--- src/rtl/fetch_unit_pkg.sv ---
// Shared widths, default bubble instruction and FSM encoding for the fetch stage.
package fetch_unit_pkg;
  localparam int unsigned PC_W    = 13;
  localparam int unsigned INSTR_W = 32;

  localparam logic [INSTR_W-1:0] NOP_INSTR_DEF = 32'h0000_0000;

  typedef enum logic {
    StRun  = 1'b0,
    StHalt = 1'b1
  } state_e;
endpackage

--- src/rtl/fetch_unit_ifid.sv ---
// IF/ID pipeline register: loads a fetched instruction, inserts a bubble, or holds.
module ifid_reg
  import fetch_unit_pkg::*;
#(
  parameter logic [INSTR_W-1:0] NOP_INSTR = NOP_INSTR_DEF
) (
  input  logic               clk_i,
  input  logic               reset_i,
  input  logic               load_i,
  input  logic               bubble_i,
  input  logic               hold_i,
  input  logic [INSTR_W-1:0] instr_i,
  input  logic [PC_W-1:0]    pc_plus1_i,
  output logic [INSTR_W-1:0] instr_o,
  output logic [PC_W-1:0]    pc_plus1_o,
  output logic               valid_o
);

  logic [INSTR_W-1:0] instr_q, instr_d;
  logic [PC_W-1:0]    pc_plus1_q, pc_plus1_d;
  logic               valid_q, valid_d;

  // A bubble leaves pc_plus1 untouched; it is meaningless while valid is low.
  always_comb begin
    instr_d    = instr_q;
    pc_plus1_d = pc_plus1_q;
    valid_d    = valid_q;
    if (bubble_i) begin
      instr_d = NOP_INSTR;
      valid_d = 1'b0;
    end else if (hold_i) begin
      instr_d    = instr_q;
      pc_plus1_d = pc_plus1_q;
      valid_d    = valid_q;
    end else if (load_i) begin
      instr_d    = instr_i;
      pc_plus1_d = pc_plus1_i;
      valid_d    = 1'b1;
    end
  end

  always_ff @(posedge clk_i) begin
    if (reset_i) begin
      instr_q    <= NOP_INSTR;
      pc_plus1_q <= '0;
      valid_q    <= 1'b0;
    end else begin
      instr_q    <= instr_d;
      pc_plus1_q <= pc_plus1_d;
      valid_q    <= valid_d;
    end
  end

  assign instr_o    = instr_q;
  assign pc_plus1_o = pc_plus1_q;
  assign valid_o    = valid_q;

endmodule

--- src/rtl/fetch_unit.sv ---
// Instruction fetch stage: PC, RUN/HALT control, delivered-instruction counter.
module fetch_unit
  import fetch_unit_pkg::*;
#(
  parameter logic [PC_W-1:0]    RESET_PC  = 13'h0000,
  parameter logic [INSTR_W-1:0] NOP_INSTR = NOP_INSTR_DEF
) (
  input  logic                clk,
  input  logic                reset,
  input  logic                stall,
  input  logic                redirect_valid,
  input  logic [PC_W-1:0]     redirect_target,
  input  logic                halt_req,
  output logic [PC_W-1:0]     pc,
  input  logic [INSTR_W-1:0]  instr_in,
  output logic [INSTR_W-1:0]  ifid_instr,
  output logic [PC_W-1:0]     ifid_pc_plus1,
  output logic                ifid_valid,
  output logic                halted,
  output logic [31:0]         fetch_count
);

  state_e        state_q, state_d;
  logic [PC_W-1:0] pc_q, pc_d, pc_inc;
  logic [31:0]   count_q, count_d;
  logic          halted_q, halted_d;
  logic          ld, bub, hld;

  assign pc_inc = pc_q + 1'b1;

  // One action per RUN cycle: halt > redirect > stall > advance.
  always_comb begin
    state_d = state_q;
    pc_d    = pc_q;
    count_d = count_q;
    ld      = 1'b0;
    bub     = 1'b0;
    hld     = 1'b0;
    unique case (state_q)
      StRun: begin
        if (halt_req) begin
          state_d = StHalt;
          bub     = 1'b1;
        end else if (redirect_valid) begin
          pc_d = redirect_target;
          bub  = 1'b1;
        end else if (stall) begin
          hld = 1'b1;
        end else begin
          pc_d    = pc_inc;
          count_d = count_q + 32'd1;
          ld      = 1'b1;
        end
      end
      StHalt: bub = 1'b1;
      default: ;
    endcase
    halted_d = (state_d == StHalt);
  end

  always_ff @(posedge clk) begin
    if (reset) begin
      state_q  <= StRun;
      pc_q     <= RESET_PC;
      count_q  <= '0;
      halted_q <= 1'b0;
    end else begin
      state_q  <= state_d;
      pc_q     <= pc_d;
      count_q  <= count_d;
      halted_q <= halted_d;
    end
  end

  ifid_reg #(
    .NOP_INSTR (NOP_INSTR)
  ) u_ifid (
    .clk_i      (clk),
    .reset_i    (reset),
    .load_i     (ld),
    .bubble_i   (bub),
    .hold_i     (hld),
    .instr_i    (instr_in),
    .pc_plus1_i (pc_inc),
    .instr_o    (ifid_instr),
    .pc_plus1_o (ifid_pc_plus1),
    .valid_o    (ifid_valid)
  );

  assign pc          = pc_q;
  assign halted      = halted_q;
  assign fetch_count = count_q;

endmodule

--- config.mk ---
export PLATFORM = sky130hd
export DESIGN_NAME = fetch_unit
export DESIGN_NICKNAME = d
export VERILOG_FILES = /design/src/rtl/fetch_unit_pkg.sv /design/src/rtl/fetch_unit_ifid.sv /design/src/rtl/fetch_unit.sv
export SDC_FILE = /design/constraint.sdc
export NUM_CORES = 1
export LEC_CHECK = 0
export BUFFER_PORTS_ARGS = -buffer_cell sky130_fd_sc_hd__buf_2
export CORE_MARGIN = 2
export CORE_UTILIZATION = 33
export CTS_CLUSTER_DIAMETER = 60
export DETAILED_ROUTE_END_ITERATION = 8
export RECOVER_POWER = 100
export SLEW_MARGIN = 15
export SYNTH_ARGS = -nofsm -noshare
export SYNTH_HDL_FRONTEND = slang
export SYNTH_HIERARCHICAL = 1
export SYNTH_SLANG_ARGS = --single-unit
--- constraint.sdc ---
create_clock -name clk -period 4.7 [get_ports clk]
set_input_delay 0.47 -clock clk [delete_from_list [all_inputs] [get_ports clk]]
set_output_delay 0.47 -clock clk [all_outputs]
set_load 0.05 [all_outputs]
# ---- Word level (Yosys, flattened, before mapping)
# Cells that the tools add are included.
dict set report word_totals {
  ff_bits 92
  in_bits 50
  out_inout_bits 92
}
dict set report op_classes {
  n_addsub 2
  eq_ne 1
  mux 15
  bitwise_logic 6
  reduce_logical 5
}
# operator count
set op_table {}
lappend op_table {{adder 32 x 1 -> 32 bit (second input constant)} 1}
lappend op_table {{2-to-1 mux 13 bit} 2}
lappend op_table {{adder 13 x 1 -> 13 bit (second input constant)} 1}
lappend op_table {{2-to-1 mux 1 bit} 12}
lappend op_table {{inverter 1 bit} 6}
lappend op_table {{AND reduction 3 bit} 2}
lappend op_table {{AND reduction 4 bit} 1}
lappend op_table {{inequality test 2 x 1 -> 1 bit (second input constant)} 1}
lappend op_table {{one-hot mux 1 bit (2 select lines)} 1}
lappend op_table {{AND reduction 2 bit} 1}
lappend op_table {{OR reduction 2 bit} 1}

# ---- Longest topological paths before layout
# Gate-level depths: netlist of run 1.
dict set report depth {
  word_depth 6
  depth_mapped 9
}

# ---- Hierarchy
# Netlist of run 1, hierarchy kept.
# mod n_inst cells_per_inst area_per_inst_um2 seq_area_each_um2
set by_module_without_submodules {}
lappend by_module_without_submodules {fetch_unit 1 309 2503.7 920.9}
lappend by_module_without_submodules {ifid_reg 1 202 1607.8 920.9}

# ---- Least setup slack after synthesis of run 1
# OpenSTA, ideal clock, no wires.
dict set report synth_timing {
  path_type {input -> register}
  start {input redirect_valid}
  end {register count_q[31], in the netlist fetch_count[31]}
  arrival_ns 2.455
  required_time_ns 4.579
  setup_slack_ns 2.124
  stages 7
  cell_sequence {buf_6 or4_4 buf_6 or4_1 buf_2 nor4_1 mux2_2}
}
dict set report synth_between {
  elab_chain_cells 2
}
# element line
set synth_lines {}
lappend synth_lines {{from (decl)} fetch_unit.sv:11} ;# input logic redirect_valid,
lappend synth_lines {{inverter 1 bit (no line)} n/a}
lappend synth_lines {{AND reduction 4 bit (no line)} n/a}
lappend synth_lines {{to (signal assigned)} fetch_unit.sv:70} ;# count_q <= count_d;
lappend synth_lines {{to (decl)} fetch_unit.sv:25} ;# logic [31:0] count_q, count_d;
# No other way between the ends.
# A chain may end at the register's enable or synchronous reset.

# ---- Final worst setup path of run 1
dict set report layout_timing {
  start {input redirect_valid}
  end {register u_ifid.pc_plus1_q[1], in the netlist u_ifid/pc_plus1_o[1]}
}
dict set report layout_between {
  word_cells_on_any_way 12
  cone_classes {mux (9); bitwise (2); reduce/logical (1)}
}
# element line
set layout_rtl {}
lappend layout_rtl {{2-to-1 mux 1 bit} fetch_unit.sv:44} ;# end else if (redirect_valid) begin
lappend layout_rtl {{2-to-1 mux 1 bit} fetch_unit.sv:41} ;# if (halt_req) begin
lappend layout_rtl {{2-to-1 mux 1 bit} fetch_unit.sv:39} ;# unique case (state_q)
lappend layout_rtl {{via ld} fetch_unit.sv:27} ;# logic ld, bub, hld;
lappend layout_rtl {{AND reduction 3 bit (no line)} n/a}
lappend layout_rtl {{to (signal assigned)} fetch_unit_ifid.sv:49} ;# pc_plus1_q <= pc_plus1_d;
lappend layout_rtl {{to (decl)} fetch_unit_ifid.sv:20} ;# logic [PC_W-1:0] pc_plus1_q, pc_plus1_d;
# The timed path passes the listed nets, and every way through them passes these cells.

==> metrics.yaml, run 1 <==
status: "finished, final reports clean"
synth_top_area_share: 0.448
die-area_um2: 13400
critPathSlowestCell: "nor3b_1"
multi_input_area_um2: 2060
drive_gt1_frac: 0.114
path_buf_inv: 2
p_int_mw: 1.29
cts_inserted_buffers: 9
wirelength_mm: 11.2
antenna_found_initial: 0
postPlaceCellArea_um2: 4880
cts_sinks: 92
hold_viol: 0
seqCellArea_um2: 1840
netlist_area_um2: 4110
worstPathCellList: "clkbuf_1 > or4_1 > clkinv_1 > nor3b_1 > nand2_1 > a21oi_1"
stdcell_area_um2: 5070
portBuffers: 141
holdWs_ps: 368
period_share: 0.714
fmax_mhz: 298
synth_area_leaders: "dfxtp_1 (45%), nand2_1 (11%), a21oi_1 (8.4%)"
grt_pass1_wl_mm: 17.3
yosys.cell_types.count: 47
reg2reg_depth: 5
crit_required_ps: 4960
finalSetupViolations: 0
gp_congestion: 0.833
cap_violations: 0
syn_nets: 563
core.rowCount: 40
hold_path.class: "input port to flip-flop"
max_slew.worst_pin.slew_ps: 1450
start_kind: "input port"
drcViolationCount: 0
crit_type: "input port to flip-flop"
htreeDepth: 3
fillers: 1331
async_reset_ff_frac: 0
vias: 4032
fin_setup_tns_ps: 0
grt_start_max_net_pins: 63
drtIter0Drc: 218
ioPinCount: 142
yosysSeqAreaShare: 0.448
power_switching_mw: 0.399
post-cts-setup-buffers: 0
drtPass1Iterations: 4
post_cts_resized: 0
dp.cells: 790
synthCells: 511
min_delay_worst_endpoint: "u_ifid/instr_o[4]"
avgRoutedWirePerCell_um: 13.9
min_from: "instr_in[4]"
worstSkewPairLatency_ps: 340
rr_startpoint: "halted"
synth_area_per_cell_um2: 8.05
setup_ws_ps: 1350
power_density_nw_per_um2: 333
regToRegSetupSlack_ps: 1860
vias_per_cell: 5.00
fin_util: 0.419
rsz0062_at_grt: "false"
clockBufferDepth: 2
grt_pass1_vias: 3607
pre_cts_ws_ps: 1590
ys.warnings.count: 6
start_util: 0.339
slowest_delay_ps: 1180
power_mw: 1.69
p_comb_frac: 0.071
grt_usage: 0.161
ys_ff_latch: 92
cts_hold_buffers: 0
synth.most_common_cell: "nand2_1"
syn2layout_area_growth_pct: 23.3
path_delay_family: "simple AND/OR/NAND/NOR gates"
clock-root-buffer: "clkbuf_16"
num-nets-final: 685
fp.dieW_um: 116
ant_nets: 0
core_area_um2: 12100
netlist_top_cells_count: "nand2_1 (118), dfxtp_1 (92), a21oi_1 (69)"
cp_max_fo: 36
worstHoldPathCells: 3
clkTransAtPathRegs_ps: 70
instances_no_fill: 806
dp_hpwl_mm: 7.88
finalCriticalPeriod_ps: 3350
cts_tree: "done"
cellLeakagePower_nw: 1.65
finClkSkew_ps: 6.37
crit_arrival_ps: 3620
drv_slew: 0
grt_remaining_overflow: 0
timing.rr.end: "u_ifid/pc_plus1_o[1]"
vdd_drop_max_mv: 0.152
sequentialPowerShare: 0.473
diodes: 0
end_kind: "flip-flop"
ys.flop_type: "dfxtp_1"
synth_edf_count: 0
slew-limit-headroom: 0.0299
power.share.clock: 0.455
die_h_um: 116
synth_top_cell_by_area: "dfxtp_1"
switching_share: 0.236
-- worst max-delay path by stage --
stage	startpoint	end	slack (ps)	depth (start not counted)
floorplan	redirect_valid	fetch_count[31]	2120	7
global placement	redirect_valid	u_ifid/instr_o[16]	1660	6
detailed placement	redirect_valid	u_ifid/instr_o[20]	1590	6
CTS	redirect_valid	u_ifid/instr_o[20]	1950	6
global route	redirect_valid	u_ifid/pc_plus1_o[11]	1000	6
finish	redirect_valid	u_ifid/pc_plus1_o[1]	1350	6
-- state kept, by name, summed over array words and instances, names as in the netlist --
| signal | flops |
|---|---|
| u_ifid/pc_plus1_o | 13 |
| u_ifid/instr_o | 32 |
| pc | 13 |
| halted | 1 |
| fetch_count | 32 |
| u_ifid/valid_o | 1 |
-- cells in the final DEF, fill, tap and decap left out, types with 9 or more instances in the layout --
master / count
nand4_1: 11
nand2_1: 118
xor2_1: 11
buf_2: 48
nor2_1: 30
or4_1: 20
inv_1: 10
clkbuf_16: 9
xnor2_1: 9
dfxtp_1: 92
o21ai_0: 9
o31ai_1: 17
a21oi_1: 69
clkbuf_1: 94
nand3_1: 13
-- power groups by stage --
| stage | logic [mW] | clock network, mW | registers (mW) |
|---|---|---|---|
| after global routing | 0.133 | 0.826 | 0.801 |
| after CTS | 0.125 | 0.797 | 0.800 |
| after global placement | 0.123 | 0 | 0.817 |
| after floorplan | 0.0553 | 0 | 0.844 |
| final | 0.121 | 0.770 | 0.800 |
| after detailed placement | 0.124 | 0 | 0.817 |
-- cell families after synthesis --
| kind of cell | Yosys count | synth area share |
|---|---|---|
| buffers and inverters | 42 | 0.0493 |
| xor gates and xnor gates | 20 | 0.0426 |
| and+or+nand+nor | 235 | 0.274 |
| adders and majority gates | 2 | 0.00609 |
| AOI/OAI and AO/OA | 115 | 0.167 |
| DFF | 92 | 0.448 |
| muxes | 5 | 0.0131 |
-- cell type report --
type | instances | share of cell area
clock buffer | 10 | 0.0452
clock inverter | 6 | 0.0175
inverter | 11 | 0.00814
multi-input combinational | 377 | 0.407
sequential | 92 | 0.363
tap | 168 | 0.0415
timing repair buffer | 142 | 0.118
-- worst min-delay path, stage by stage --
cell	delay [ps]
buf_2	100
nand2_1	40
a21oi_1	50
-- per-layer routing --
metal	global-route usage	part of all wire	up-vias	wire length, um
met3	0.0366	0.058	8	646
met1	0.214	0.48	1865	5390
met5	0	0	-	0
met2	0.257	0.45	113	5010
met4	0.0627	0.011	0	122
li1	-	-	2046	-
No activity file was read; power rests on OpenSTA's default activity.
==> inputs of run 2 (changes only) <==
Clock period 4.7 ns to 3.2 ns, I/O delays scaled along.
==> run 2 against run 1 <==
Hold slack lost 150 ps. Die area is the same. Clock skew is essentially flat. Cell count grew 0.50%. Via count shrank 0.15%. Sequential power grew 48%. Clock power grew 53%. Sequential share of layout area shrank 0.30 points. Sequential cell count is the same. Critical endpoint is now fetch_count[31]. Largest power group unchanged.
==> metrics.yaml, run 2 (same netlist as run 1, synthesis figures left out) <==
pre_cts_ws_ps: 715  # was 1590 ps
grt_usage: 0.159  # was 0.161
cts_tree: "done"  # unchanged
hold_viol: 0  # unchanged
final_cell_mix: "nand2_1 (118), dfxtp_1 (92), clkbuf_1 (92), a21oi_1 (69), buf_2 (49)"  # was nand2_1 (118), clkbuf_1 (94), dfxtp_1 (92), a21oi_1 (69), buf_2 (48)
layout_commonest_cell: "nand2_1"  # unchanged
max_slew.worst_pin.slew_ps: 799  # was 1450 ps
wirelength_mm: 11.0  # was 11.2 mm
vias: 4026  # was 4,032
critPathSlowestCell: "or4_1"  # was nor3b_1
portBuffers: 141  # unchanged
avgRoutedWirePerCell_um: 13.5  # was 13.9 um
grt_pass1_wl_mm: 16.9  # was 17.3 mm
post_cts_resized: 0  # unchanged
fillers: 1323  # was 1,331
grt_remaining_overflow: 0  # unchanged
worstSkewPairLatency_ps: 340  # about the same
core_area_um2: 12100  # unchanged
clockBufferDepth: 2  # unchanged
crit_required_ps: 3420  # was 4960 ps
crit_type: "flip-flop to flip-flop"  # was input port to flip-flop
cellLeakagePower_nw: 1.69  # was 1.65 nW
drcViolationCount: 0  # unchanged
die-area_um2: 13400  # unchanged
crit_arrival_ps: 2750  # was 3620 ps
vdd_drop_max_mv: 0.248  # was 0.152 mV
drive_gt1_frac: 0.121  # was 0.114
cts_hold_buffers: 0  # unchanged
fin_setup_tns_ps: 0  # unchanged
diodes: 0  # unchanged
end_kind: "flip-flop"  # unchanged
core.rowCount: 40  # unchanged
drtPass1Iterations: 4  # unchanged
worstPathCellList: "or4_1 > or4_1 > nor4_1 > mux2_2"  # was clkbuf_1 > or4_1 > clkinv_1 > nor3b_1 > nand2_1 > a21oi_1
htreeDepth: 3  # unchanged
cp_max_fo: 11  # was 36
start_util: 0.339  # unchanged
period_share: 0.790
cap_violations: 0  # unchanged
clkTransAtPathRegs_ps: 60  # was 70 ps
grt_start_max_net_pins: 40  # was 63
finClkSkew_ps: 6.49  # was 6.37 ps
stdcell_area_um2: 5110  # was 5070 um2
use_met1: 0.204  # was 0.214
start_kind: "flip-flop"  # was input port
postPlaceCellArea_um2: 4910  # was 4880 um2
dp_hpwl_mm: 7.89  # was 7.88 mm
grt_pass1_vias: 3632  # was 3,607
setup_ws_ps: 672  # was 1350 ps
cts_sinks: 92  # unchanged
post-cts-setup-buffers: 0  # unchanged
cts_inserted_buffers: 9  # unchanged
gp_congestion: 0.852  # was 0.833
met2_usage: 0.256  # was 0.257
die_h_um: 116  # unchanged
finalSetupViolations: 0  # unchanged
fp.dieW_um: 116  # unchanged
vias_per_cell: 4.97  # was 5.00
num-nets-final: 689  # was 685
power_density_nw_per_um2: 495  # was 333 nW/um2
antenna_found_initial: 0  # unchanged
syn2layout_area_growth_pct: 24.3  # was 23.3%
slew-limit-headroom: 0.465  # was 0.0299
slowest_delay_ps: 750  # was 1180 ps
status: "finished, final reports clean"  # unchanged
ant_nets: 0  # unchanged
use_met3: 0.0288  # was 0.0366
ioPinCount: 142  # unchanged
clock-root-buffer: "clkbuf_16"  # unchanged
cpMostUsedCell: "or4_1"
fmax_mhz: 396
rsz0062_at_grt: "false"  # unchanged
drtIter0Drc: 268  # was 218
top_usage_layer: "met2"  # unchanged
hold_path.class: "input port to flip-flop"  # unchanged
drv_slew: 0  # unchanged
finalCriticalPeriod_ps: 2530
[run 2: cell type report]
cell class | instances | area [um2] | share of cell area
clock buffer | 12 | 267 | 0.0521
timing repair buffer | 146 | 626 | 0.122
multi-input combinational | 377 | 2060 | 0.402
clock inverter | 4 | 70.1 | 0.0137
inverter | 11 | 41.3 | 0.00808
tap | 168 | 210 | 0.0411
sequential | 92 | 1840 | 0.360
[run 2: final timing paths]
path / from / endpoint / slack [ps] / depth (start not counted)
worst min register to register: u_ifid/instr_o[4] / u_ifid/instr_o[4] / 460 / 2
worst min-delay path: instr_in[20] / u_ifid/instr_o[20] / 220 / 3
worst max register to register: halted / fetch_count[31] / 670 / 4
worst max-delay path: halted / fetch_count[31] / 670 / 4
[run 2: critical path, delay by kind of cell, from the launching register on]
family / cells / cell delay [ps]
DFF: 1 / 340
muxes: 1 / 370
and+or+nand+nor: 3 / 1710
[run 2: power by group]
part	switching (mW)	total, mW	internal, mW
combinational	0.122	0.178	0.0567
sequential	0.0181	1.18	1.16
clock	0.431	1.18	0.746
total	0.570	2.53	1.96
[run 2: through the flow]
step,power (mW),utilization,hold slack (ps),instances
global route,2.62,0.422,210,810
CTS,2.57,0.433,207,810
floorplan,1.32,-,389,511
global placement,1.38,0.405,439,794
finish,2.53,0.422,219,810
detailed placement,1.38,0.405,445,794
[run 2: per-layer routing]
layer,up-vias,routed length (um)
met5,-,0
met4,0,192
met2,134,4890
li1,2053,-
met1,1828,5230
met3,11,659
